$ cat src/rtl/freq_meas_ctrl_if.sv
// Result channel of the frequency-meter sequencer: the measured nx/nr pair and its status flags,
// delivered under a valid/ready handshake.
interface freq_meas_ctrl_if #(
  parameter int unsigned CNT_W = 32
) ();

  logic [CNT_W-1:0] nx_out;
  logic [CNT_W-1:0] nr_out;
  logic             timeout;
  logic             ovf;
  logic             result_valid;
  logic             result_ready;

  modport master (
    output nx_out,
    output nr_out,
    output timeout,
    output ovf,
    output result_valid,
    input  result_ready
  );

  modport slave (
    input  nx_out,
    input  nr_out,
    input  timeout,
    input  ovf,
    input  result_valid,
    output result_ready
  );

endinterface

$ cat src/rtl/freq_meas_ctrl.sv
// Equal-precision frequency meter sequencer: edge-aligned gate, nx/nr counters, timeout and
// saturation. Optional macro AUTORANGE_EN shortens the gate by 4x per range step.
module freq_meas_ctrl #(
  parameter int unsigned F_CLK_HZ       = 200_000_000,
  parameter int unsigned GATE_CYCLES    = 200_000_000,
  parameter int unsigned TIMEOUT_CYCLES = 400_000_000,
  parameter int unsigned CNT_W          = 32
) (
  input  logic             clk,
  input  logic             rst_n,
  input  logic             sig_in,
  input  logic             start,
  input  logic             cont_en,
  output logic             busy,
  output logic [1:0]       range_o,
  freq_meas_ctrl_if.master res
);

  // F_CLK_HZ is only reported to software; it must still describe a real clock.
  if (F_CLK_HZ == 0 || GATE_CYCLES == 0 || TIMEOUT_CYCLES == 0) begin : g_param_err
    $error("freq_meas_ctrl: F_CLK_HZ, GATE_CYCLES and TIMEOUT_CYCLES must be non-zero");
  end

  localparam logic [CNT_W-1:0] TmoLast = CNT_W'(TIMEOUT_CYCLES - 1);
  localparam logic [CNT_W-1:0] GateLen = CNT_W'(GATE_CYCLES);

  typedef enum logic [2:0] {StIdle, StArm, StGate, StClose, StHold} state_e;

  state_e           state_q, state_d;
  logic             s1_q, s2_q, s3_q;
  logic             rise;
  logic [CNT_W-1:0] nx_q, nx_d, nr_q, nr_d, gate_q, gate_d, tmo_q, tmo_d;
  logic [CNT_W-1:0] nx_inc, nr_inc, gate_last;
  logic [CNT_W-1:0] nx_out_q, nx_out_d, nr_out_q, nr_out_d;
  logic             timeout_q, timeout_d, ovf_q, ovf_d;
  logic             arm_entry, meas_active;

`ifdef AUTORANGE_EN
  localparam logic [CNT_W-1:0] NxHi = CNT_W'(1_000_000);
  localparam logic [CNT_W-1:0] NxLo = CNT_W'(1_000);

  logic [1:0] range_q, range_d;

  assign gate_last = (GateLen >> {range_q, 1'b0}) - 1'b1;
  assign range_o   = range_q;

  always_ff @(posedge clk or negedge rst_n) begin
    if (!rst_n) begin
      range_q <= 2'd0;
    end else begin
      range_q <= range_d;
    end
  end

  // Range only moves on a handshaken, valid result; takes effect at the next ARM.
  always_comb begin
    range_d = range_q;
    if (state_q == StHold && res.result_ready && !timeout_q) begin
      if (nx_out_q > NxHi && range_q != 2'd3) begin
        range_d = range_q + 2'd1;
      end else if (nx_out_q < NxLo && range_q != 2'd0) begin
        range_d = range_q - 2'd1;
      end
    end
  end
`else
  assign gate_last = GateLen - 1'b1;
  assign range_o   = 2'd0;
`endif

  // Open and close edges see the same 3-cycle latency, so it cancels out of nr.
  always_ff @(posedge clk or negedge rst_n) begin
    if (!rst_n) begin
      s1_q <= 1'b0;
      s2_q <= 1'b0;
      s3_q <= 1'b0;
    end else begin
      s1_q <= sig_in;
      s2_q <= s1_q;
      s3_q <= s2_q;
    end
  end

  assign rise = s2_q & ~s3_q;

  assign nx_inc = (nx_q == '1) ? nx_q : nx_q + 1'b1;
  assign nr_inc = (nr_q == '1) ? nr_q : nr_q + 1'b1;

  assign meas_active = (state_q == StArm) || (state_q == StGate) || (state_q == StClose);

  always_comb begin
    state_d   = state_q;
    nx_d      = nx_q;
    nr_d      = nr_q;
    gate_d    = gate_q;
    tmo_d     = tmo_q;
    nx_out_d  = nx_out_q;
    nr_out_d  = nr_out_q;
    timeout_d = timeout_q;
    ovf_d     = ovf_q;
    arm_entry = 1'b0;

    unique case (state_q)
      StIdle: begin
        if (start || cont_en) begin
          arm_entry = 1'b1;
        end
      end
      StArm: begin
        tmo_d = tmo_q + 1'b1;
        if (rise) begin
          state_d = StGate;
        end
      end
      StGate: begin
        tmo_d  = tmo_q + 1'b1;
        gate_d = gate_q + 1'b1;
        nr_d   = nr_inc;
        if (rise) begin
          nx_d = nx_inc;
        end
        if (gate_q == gate_last) begin
          state_d = StClose;
        end
      end
      StClose: begin
        tmo_d = tmo_q + 1'b1;
        nr_d  = nr_inc;
        if (rise) begin
          nx_d     = nx_inc;
          nx_out_d = nx_inc;
          nr_out_d = nr_inc;
          ovf_d    = (nx_inc == '1) || (nr_inc == '1);
          state_d  = StHold;
        end
      end
      StHold: begin
        if (res.result_ready) begin
          if (cont_en) begin
            arm_entry = 1'b1;
          end else begin
            state_d = StIdle;
          end
        end
      end
      default: state_d = StIdle;
    endcase

    // A closing edge in the final timeout cycle still yields a valid result.
    if (meas_active && tmo_q == TmoLast && state_d != StHold) begin
      state_d   = StHold;
      timeout_d = 1'b1;
      ovf_d     = 1'b0;
      nx_out_d  = '0;
      nr_out_d  = '0;
    end

    if (arm_entry) begin
      state_d   = StArm;
      nx_d      = '0;
      nr_d      = '0;
      gate_d    = '0;
      tmo_d     = '0;
      timeout_d = 1'b0;
      ovf_d     = 1'b0;
    end
  end

  always_ff @(posedge clk or negedge rst_n) begin
    if (!rst_n) begin
      state_q   <= StIdle;
      nx_q      <= '0;
      nr_q      <= '0;
      gate_q    <= '0;
      tmo_q     <= '0;
      nx_out_q  <= '0;
      nr_out_q  <= '0;
      timeout_q <= 1'b0;
      ovf_q     <= 1'b0;
    end else begin
      state_q   <= state_d;
      nx_q      <= nx_d;
      nr_q      <= nr_d;
      gate_q    <= gate_d;
      tmo_q     <= tmo_d;
      nx_out_q  <= nx_out_d;
      nr_out_q  <= nr_out_d;
      timeout_q <= timeout_d;
      ovf_q     <= ovf_d;
    end
  end

  assign busy             = (state_q != StIdle);
  assign res.result_valid = (state_q == StHold);
  assign res.nx_out       = nx_out_q;
  assign res.nr_out       = nr_out_q;
  assign res.timeout      = timeout_q;
  assign res.ovf          = ovf_q;

endmodule

$ cat src/flat_wrapper.sv
// flat-port wrapper written by rule: the top's interface ports become plain ports
module freq_meas_ctrl_flat 
#(
  parameter int unsigned F_CLK_HZ       = 200_000_000,
  parameter int unsigned GATE_CYCLES    = 200_000_000,
  parameter int unsigned TIMEOUT_CYCLES = 400_000_000,
  parameter int unsigned CNT_W          = 32
)
  (clk, rst_n, sig_in, start, cont_en, busy, range_o, res_nx_out, res_nr_out, res_timeout, res_ovf, res_result_valid, res_result_ready);
  freq_meas_ctrl_if #(.CNT_W(CNT_W)) res_i ();
  input  logic clk;
  input  logic rst_n;
  input  logic sig_in;
  input  logic start;
  input  logic cont_en;
  output logic busy;
  output logic [1:0] range_o;
  output wire logic [$bits(res_i.nx_out)-1:0] res_nx_out;
  output wire logic [$bits(res_i.nr_out)-1:0] res_nr_out;
  output wire logic [$bits(res_i.timeout)-1:0] res_timeout;
  output wire logic [$bits(res_i.ovf)-1:0] res_ovf;
  output wire logic [$bits(res_i.result_valid)-1:0] res_result_valid;
  input wire logic [$bits(res_i.result_ready)-1:0] res_result_ready;
  assign res_nx_out = res_i.nx_out;
  assign res_nr_out = res_i.nr_out;
  assign res_timeout = res_i.timeout;
  assign res_ovf = res_i.ovf;
  assign res_result_valid = res_i.result_valid;
  assign res_i.result_ready = res_result_ready;
  freq_meas_ctrl #(.F_CLK_HZ(F_CLK_HZ), .GATE_CYCLES(GATE_CYCLES), .TIMEOUT_CYCLES(TIMEOUT_CYCLES), .CNT_W(CNT_W)) u_core (.clk(clk), .rst_n(rst_n), .sig_in(sig_in), .start(start), .cont_en(cont_en), .busy(busy), .range_o(range_o), .res(res_i));
endmodule
$ cat config.mk
export PLATFORM = sky130hd
export DESIGN_NAME = freq_meas_ctrl_flat
export DESIGN_NICKNAME = d
export VERILOG_FILES = /design/src/rtl/freq_meas_ctrl_if.sv /design/src/rtl/freq_meas_ctrl.sv /design/src/flat_wrapper.sv
export SDC_FILE = /design/constraint.sdc
export NUM_CORES = 1
export LEC_CHECK = 0
export BUFFER_PORTS_ARGS = -buffer_cell sky130_fd_sc_hd__buf_2
export CELL_PAD_IN_SITES_DETAIL_PLACEMENT = 1
export CELL_PAD_IN_SITES_GLOBAL_PLACEMENT = 2
export CORE_MARGIN = 3
export CORE_UTILIZATION = 41
export CTS_CLUSTER_SIZE = 28
export DETAILED_ROUTE_END_ITERATION = 10
export MAX_ROUTING_LAYER = met4
export PLACE_DENSITY_LB_ADDON = 0.3
export REMOVE_ABC_BUFFERS = 1
export SYNTH_ARGS = -nofsm -noshare
export SYNTH_HDL_FRONTEND = slang
export SYNTH_SLANG_ARGS = --single-unit
$ cat constraint.sdc
create_clock -name clk -period 5.4 [get_ports clk]
set_input_delay 0.81 -clock clk [delete_from_list [all_inputs] [get_ports clk]]
set_output_delay 0.81 -clock clk [all_outputs]
set_load 0.1 [all_outputs]
# Word level (Yosys, flattened, before mapping)
# Index checks and enable logic that the tools add are counted.
# op_classes
n_mux	34
bitwise_logic	2
n_eq_ne	11
add_sub_neg	4
reduce_logical	22
# op_table
cell	n
$mux W32	16
$add A32 B1 Y32 const B	4
$eq A32 B32 Y1 const B	4
$eq A32 B28 Y1 const B	1
$eq A32 B29 Y1 const B	1
$mux W3	7
$pmux W3 S5	1
$reduce_bool A2 Y1	7
$mux W1	9
$reduce_bool A3 Y1	3
$eq A3 B2 Y1 const B	2
$reduce_and A2 Y1	3
$logic_or A1 B1 Y1	4
$eq A3 B1 Y1 const B	1
$eq A3 B3 Y1 const B	1
$logic_not A3 Y1	1
$ne A3 B3 Y1 const B	1
$reduce_or A3 Y1	1
$logic_and A1 B1 Y1	2
$pmux W1 S2	1
$reduce_or A2 Y1	1
$and A1 B1 Y1	1
$not A1 Y1	1
# totals
regBits	200
out_inout_bits	70
inputBits	6
word_cells	85

# Logic depth before layout (Yosys ltp)
# logic_depth
word_depth	8
mapped_depth	11
depth_no_buf	9

# Worst setup path before layout
# OpenSTA, ideal clock, no wires.
# synth_timing
kind	register to register
from	register u_core.state_q[0]
to	register u_core.nx_out_q[8], in the netlist u_core.res.nx_out[8]
required_ns	5.322
path_stages_with_launch	8
setup_ns	0.078
synth_period_minus_slack_ns	3.717
arrival_time_ns	3.639
slack_ns	1.683
cell_sequence	dfrtp_1 clkbuf_1 nor3_1 a21oi_1 and2_1 buf_2 buf_2 a21oi_1
# synth_between
word_cells_on_any_way	20
classes_between	eq/ne: 5; mux: 7; reduce/logical: 8
# synth_lines
element	line_no	source
start: declaration	freq_meas_ctrl.sv:29	state_e state_q, state_d;
start signal: assignment	freq_meas_ctrl.sv:171	state_q <= StIdle;
start signal: assignment	freq_meas_ctrl.sv:181	state_q <= state_d;
$eq A3 B3 Y1 *	-	
named net res_result_valid	flat_wrapper.sv:22	output wire logic [$bits(res_i.result_valid)-1:0] res_result_valid;
$pmux W3 S5 *	freq_meas_ctrl.sv:103	unique case (state_q)
$ne A3 B3 Y1 *	freq_meas_ctrl.sv:150	if (meas_active && tmo_q == TmoLast && state_d != StHold) begin
$logic_and A1 B1 Y1 *	freq_meas_ctrl.sv:150	
$reduce_bool A2 Y1 (no line)	-	
$reduce_and A2 Y1 (no line)	-	
end signal: assignment	freq_meas_ctrl.sv:186	nx_out_q <= nx_out_d;
end: declaration	freq_meas_ctrl.sv:34	logic [CNT_W-1:0] nx_out_q, nx_out_d, nr_out_q, nr_out_d;
# Mark *: on every way through the listed nets, which the timed path passes. The rest lies on a longest branch.
# A chain may end at the register's enable or synchronous reset.

# Worst setup path in the final report
# layout_timing
from	register u_core.state_q[0]
to	register u_core.nx_out_q[31], in the netlist u_core.res.nx_out[31]
# layout_between
elab_chain_len	7
word_cells_on_any_way	20
classes_between	eq/ne: 5; mux: 7; reduce/logical: 8
# layout_rtl
element	line_no	source
$mux W3 (tied with other cells)	freq_meas_ctrl.sv:139	if (cont_en) begin
$mux W3 or $logic_or A1 B1 Y1 (tied branches)	freq_meas_ctrl.sv:138, freq_meas_ctrl.sv:89	
$pmux W3 S5 or $logic_or A1 B1 Y1 (tied branches)	freq_meas_ctrl.sv:103, freq_meas_ctrl.sv:89	
$ne A3 B3 Y1 or $logic_and A1 B1 Y1 (tied branches)	freq_meas_ctrl.sv:150	
$logic_and A1 B1 Y1	freq_meas_ctrl.sv:150	
$reduce_bool A2 Y1 (no line)	-	
$reduce_and A2 Y1 (no line)	-	
# Parallel ways exist; a longest one is shown, timed or not.

==> results.json <==
{
  "dr.pass1.iters": 5,
  "timing.hold.worst_endpoint": "u_core.s2_q",
  "cts_tree": "yes",
  "grt_overflow": 0,
  "fin_nets": 1295,
  "finalMaxSlewViolations": 0,
  "rr_worst_depth": 8,
  "hold_viol": 0,
  "gp_congestion": 0.853,
  "fp.dieW_um": 169,
  "critical_path_class": "flop to flop",
  "vias_per_cell": 5.71,
  "clk_pin_slew_worst_paths_ps": 70,
  "clk_path_buf_depth": 2,
  "hold_ws_ps": 349,
  "rr_endpoint": "u_core.res.nx_out[31]",
  "hold_depth": 0,
  "yosysSeqAreaShare_pct": 46.0,
  "critPathRequiredTime_ps": 5710,
  "insertion_delay_ps": 430,
  "synth_area_um2": 10900,
  "die_height_um": 169,
  "portBuffers": 73,
  "start_util_pct": 42.5,
  "r2r_start": "u_core.state_q[0]",
  "p_leak_nw": 5.03,
  "path_common_cell": "nor2_1",
  "slew_headroom_pct": 15.2,
  "max_stage_delay_ps": 820,
  "drc": 0,
  "hold_path.class": "flop to flop",
  "grt_max_degree": 102,
  "worstMarginPinSlew_ps": 1270,
  "hold_start": "u_core.s1_q",
  "fmax_mhz": 274,
  "rsz0062_at_grt": "false",
  "power.density_nw_per_um2": 529,
  "irDropWorstVdd_mv": 0.462,
  "pre_cts_ws_ps": 1720,
  "period_minus_slack_ps": 3650,
  "cts_setup_buffers": 0,
  "drt_wl_total_um": 30200,
  "core-area_um2": 25600,
  "wl_per_cell_um": 18.5,
  "synthCells": 1261,
  "placed_cells": 1596,
  "cp-start-kind": "flop",
  "synth_fa_ha_area_share_pct": 0.460,
  "drive_above_1_share_pct": 10.8,
  "crit_arrival_ps": 3960,
  "skew_ps": 9.35,
  "drt_iter0_drc": 489,
  "r2r_slack_ps": 1750,
  "antenna_cells": 0,
  "cts.sinks": 200,
  "cts_resized": 0,
  "finalSetupViolations": 0,
  "cp-end-kind": "flop",
  "dieArea_um2": 28500,
  "critPathMaxFanout": 40,
  "numCtsBuffers": 17,
  "core.rowCount": 58,
  "worst_slack_ps": 1750,
  "crit_chain": "o21ba_2 > nand4_1 > nor2_1 > nand2_1 > nor4_2 > and2_2 > buf_4 > nor2_1",
  "synth-seq-cells": 200,
  "synth_async_sr_flop_share_pct": 100,
  "synth-xor-area-share_pct": 7.57,
  "grt_pass1_vias": 9664,
  "via_count": 9304,
  "clock-root-buffer": "clkbuf_16",
  "detail-route-antenna-nets": 0,
  "final_cells": 1628,
  "cap_violations": 0,
  "postSynthAreaPerCell_um2": 8.63,
  "synth_top_family_by_area": "simple AND/OR/NAND/NOR gates",
  "gr-usage-all-layers_pct": 22.1,
  "muxShareOfSynthArea_pct": 0.748,
  "yosys.area_share.simple_pct": 27.8,
  "grt_pass1_wl_um": 50500,
  "crit_path_top_delay_cell": "and2_2",
  "status": "completed",
  "yosys.cell_types.count": 69,
  "antenna_found_initial": 0,
  "synth_compound_area_share_pct": 13.6,
  "timing.final.crit_share_pct": 67.6,
  "dpl.hpwl_um": 20500,
  "cts_max_level": 4,
  "synth_edf_count": 0,
  "pin_count": 76,
  "yosysWarnings": 0,
  "ys.flop_type": "dfrtp_1",
  "postCtsHoldBufs": 0,
  "areaGrowthSynthToFinish_pct": 10.5
}
critical path, delay by kind of cell, from the launching register on:
kind,cells,cell delay [ps]
flops,1,680
simple gates,6,2070
compound gates,1,330
buf+inv,1,420
worst max-delay path by stage:
stage	startpoint	to	slack, ps	depth (start not counted)
after floorplan	start	u_core.nx_q[0]	-2950	5
after global placement	u_core.state_q[0]	u_core.res.nr_out[1]	1940	8
after detailed placement	u_core.state_q[0]	u_core.res.nx_out[31]	1720	8
after CTS	u_core.state_q[0]	u_core.res.nx_out[31]	1700	8
after global routing	u_core.state_q[0]	u_core.res.nr_out[14]	1380	8
final	u_core.state_q[0]	u_core.res.nx_out[31]	1750	8
where the power goes:
| part | switching, W | internal, W | total, W |
|---|---|---|---|
| clock network | 0.000586 | 0.000725 | 0.00131 |
| registers | 0.000254 | 0.00180 | 0.00205 |
| logic | 0.00251 | 0.000491 | 0.00300 |
| total | 0.00335 | 0.00301 | 0.00636 |
synth_stat cells (all sizes together), types with 27 or more instances:
cell type | n | share of area [%]
o22ai | 29 | 1.7
dfrtp | 200 | 46
nand3 | 60 | 3.0
xnor2 | 42 | 3.4
nor3 | 43 | 2.3
xor2 | 52 | 4.2
nand4 | 31 | 1.8
nand2 | 123 | 4.2
clkbuf | 52 | 1.8
o21ai | 66 | 3.0
buf | 27 | 1.3
nor2 | 230 | 7.9
a21oi | 84 | 3.9
cell type report:
class | count | area, um^2
clock buffers | 23 | 478
well taps | 330 | 413
inverters | 17 | 63.8
clock inverters | 9 | 113
fillers | 3052 | 13600
repair buffers | 83 | 449
flip-flops and latches | 200 | 5000
multi-input cells | 966 | 5490
kinds of logic (layout without fill, tap and decap cells):
family / Yosys count / count (layout)
and+or+nand+nor: 612 / 612
xor gates and xnor gates: 94 / 94
buffers and inverters: 96 / 132
muxes: 8 / 8
AOI/OAI and AO/OA: 246 / 246
DFF: 200 / 200
other: 1 / 2
adders and majority gates: 4 / 4
registers in the layout (all words and copies together) (netlist names):
| name | flops |
|---|---|
| u_core.gate_q | 32 |
| u_core.nr_q | 32 |
| u_core.nx_q | 32 |
| u_core.res.nr_out | 32 |
| u_core.res.nx_out | 32 |
| u_core.res.ovf | 1 |
| u_core.res.timeout | 1 |
| u_core.s1_q | 1 |
| u_core.s2_q | 1 |
| u_core.s3_q | 1 |
| u_core.state_q | 3 |
| u_core.tmo_q | 32 |
through the flow:
| stage | total power, W | util [%] | instance area, um^2 | TNS (ps) |
|---|---|---|---|---|
| after global routing | 0.00667 | 46.9 | 12000 | 0 |
| after global placement | 0.00504 | 44.6 | 11400 | 0 |
| after CTS | 0.00643 | 46.9 | 12000 | 0 |
| final | 0.00636 | 46.9 | 12000 | 0 |
| after floorplan | 0.00444 | - | 10500 | -205970 |
| after detailed placement | 0.00510 | 44.6 | 11400 | 0 |
metal layers:
layer  vias to the layer above  global-route usage [%]  part of all wire [%]
met1                      4673                    29.2                    47
met3                        37                    2.38                   2.3
li1                       4478                       -                     -
met2                       116                    36.5                    49
met4                         0                    6.08                   1.8
met5                         -                       -                     0
layout by cell type (no fill, tap or decap), drive strengths merged, types with 3 or more instances in the layout:
cell,Yosys,final
a211oi,7,7
a21o,5,5
a21oi,84,84
a31oi,6,6
and2,10,10
and3,24,24
and4,10,10
buf,27,82
clkbuf,52,24
clkinv,0,4
dfrtp,200,200
ha,4,4
inv,17,19
mux2i,7,7
nand2,123,123
nand2b,4,4
nand3,60,60
nand4,31,31
nand4b,4,4
nor2,230,230
nor2b,3,3
nor3,43,43
nor3b,7,7
nor4,25,25
nor4b,4,4
o211ai,3,3
o21a,3,3
o21ai,66,66
o22ai,29,29
o311ai,3,3
o31a,5,5
o31ai,18,18
o41ai,3,3
or3,26,26
or4,3,3
xnor2,42,42
xor2,52,52
Note: power is estimated with default switching activity, not from simulation.
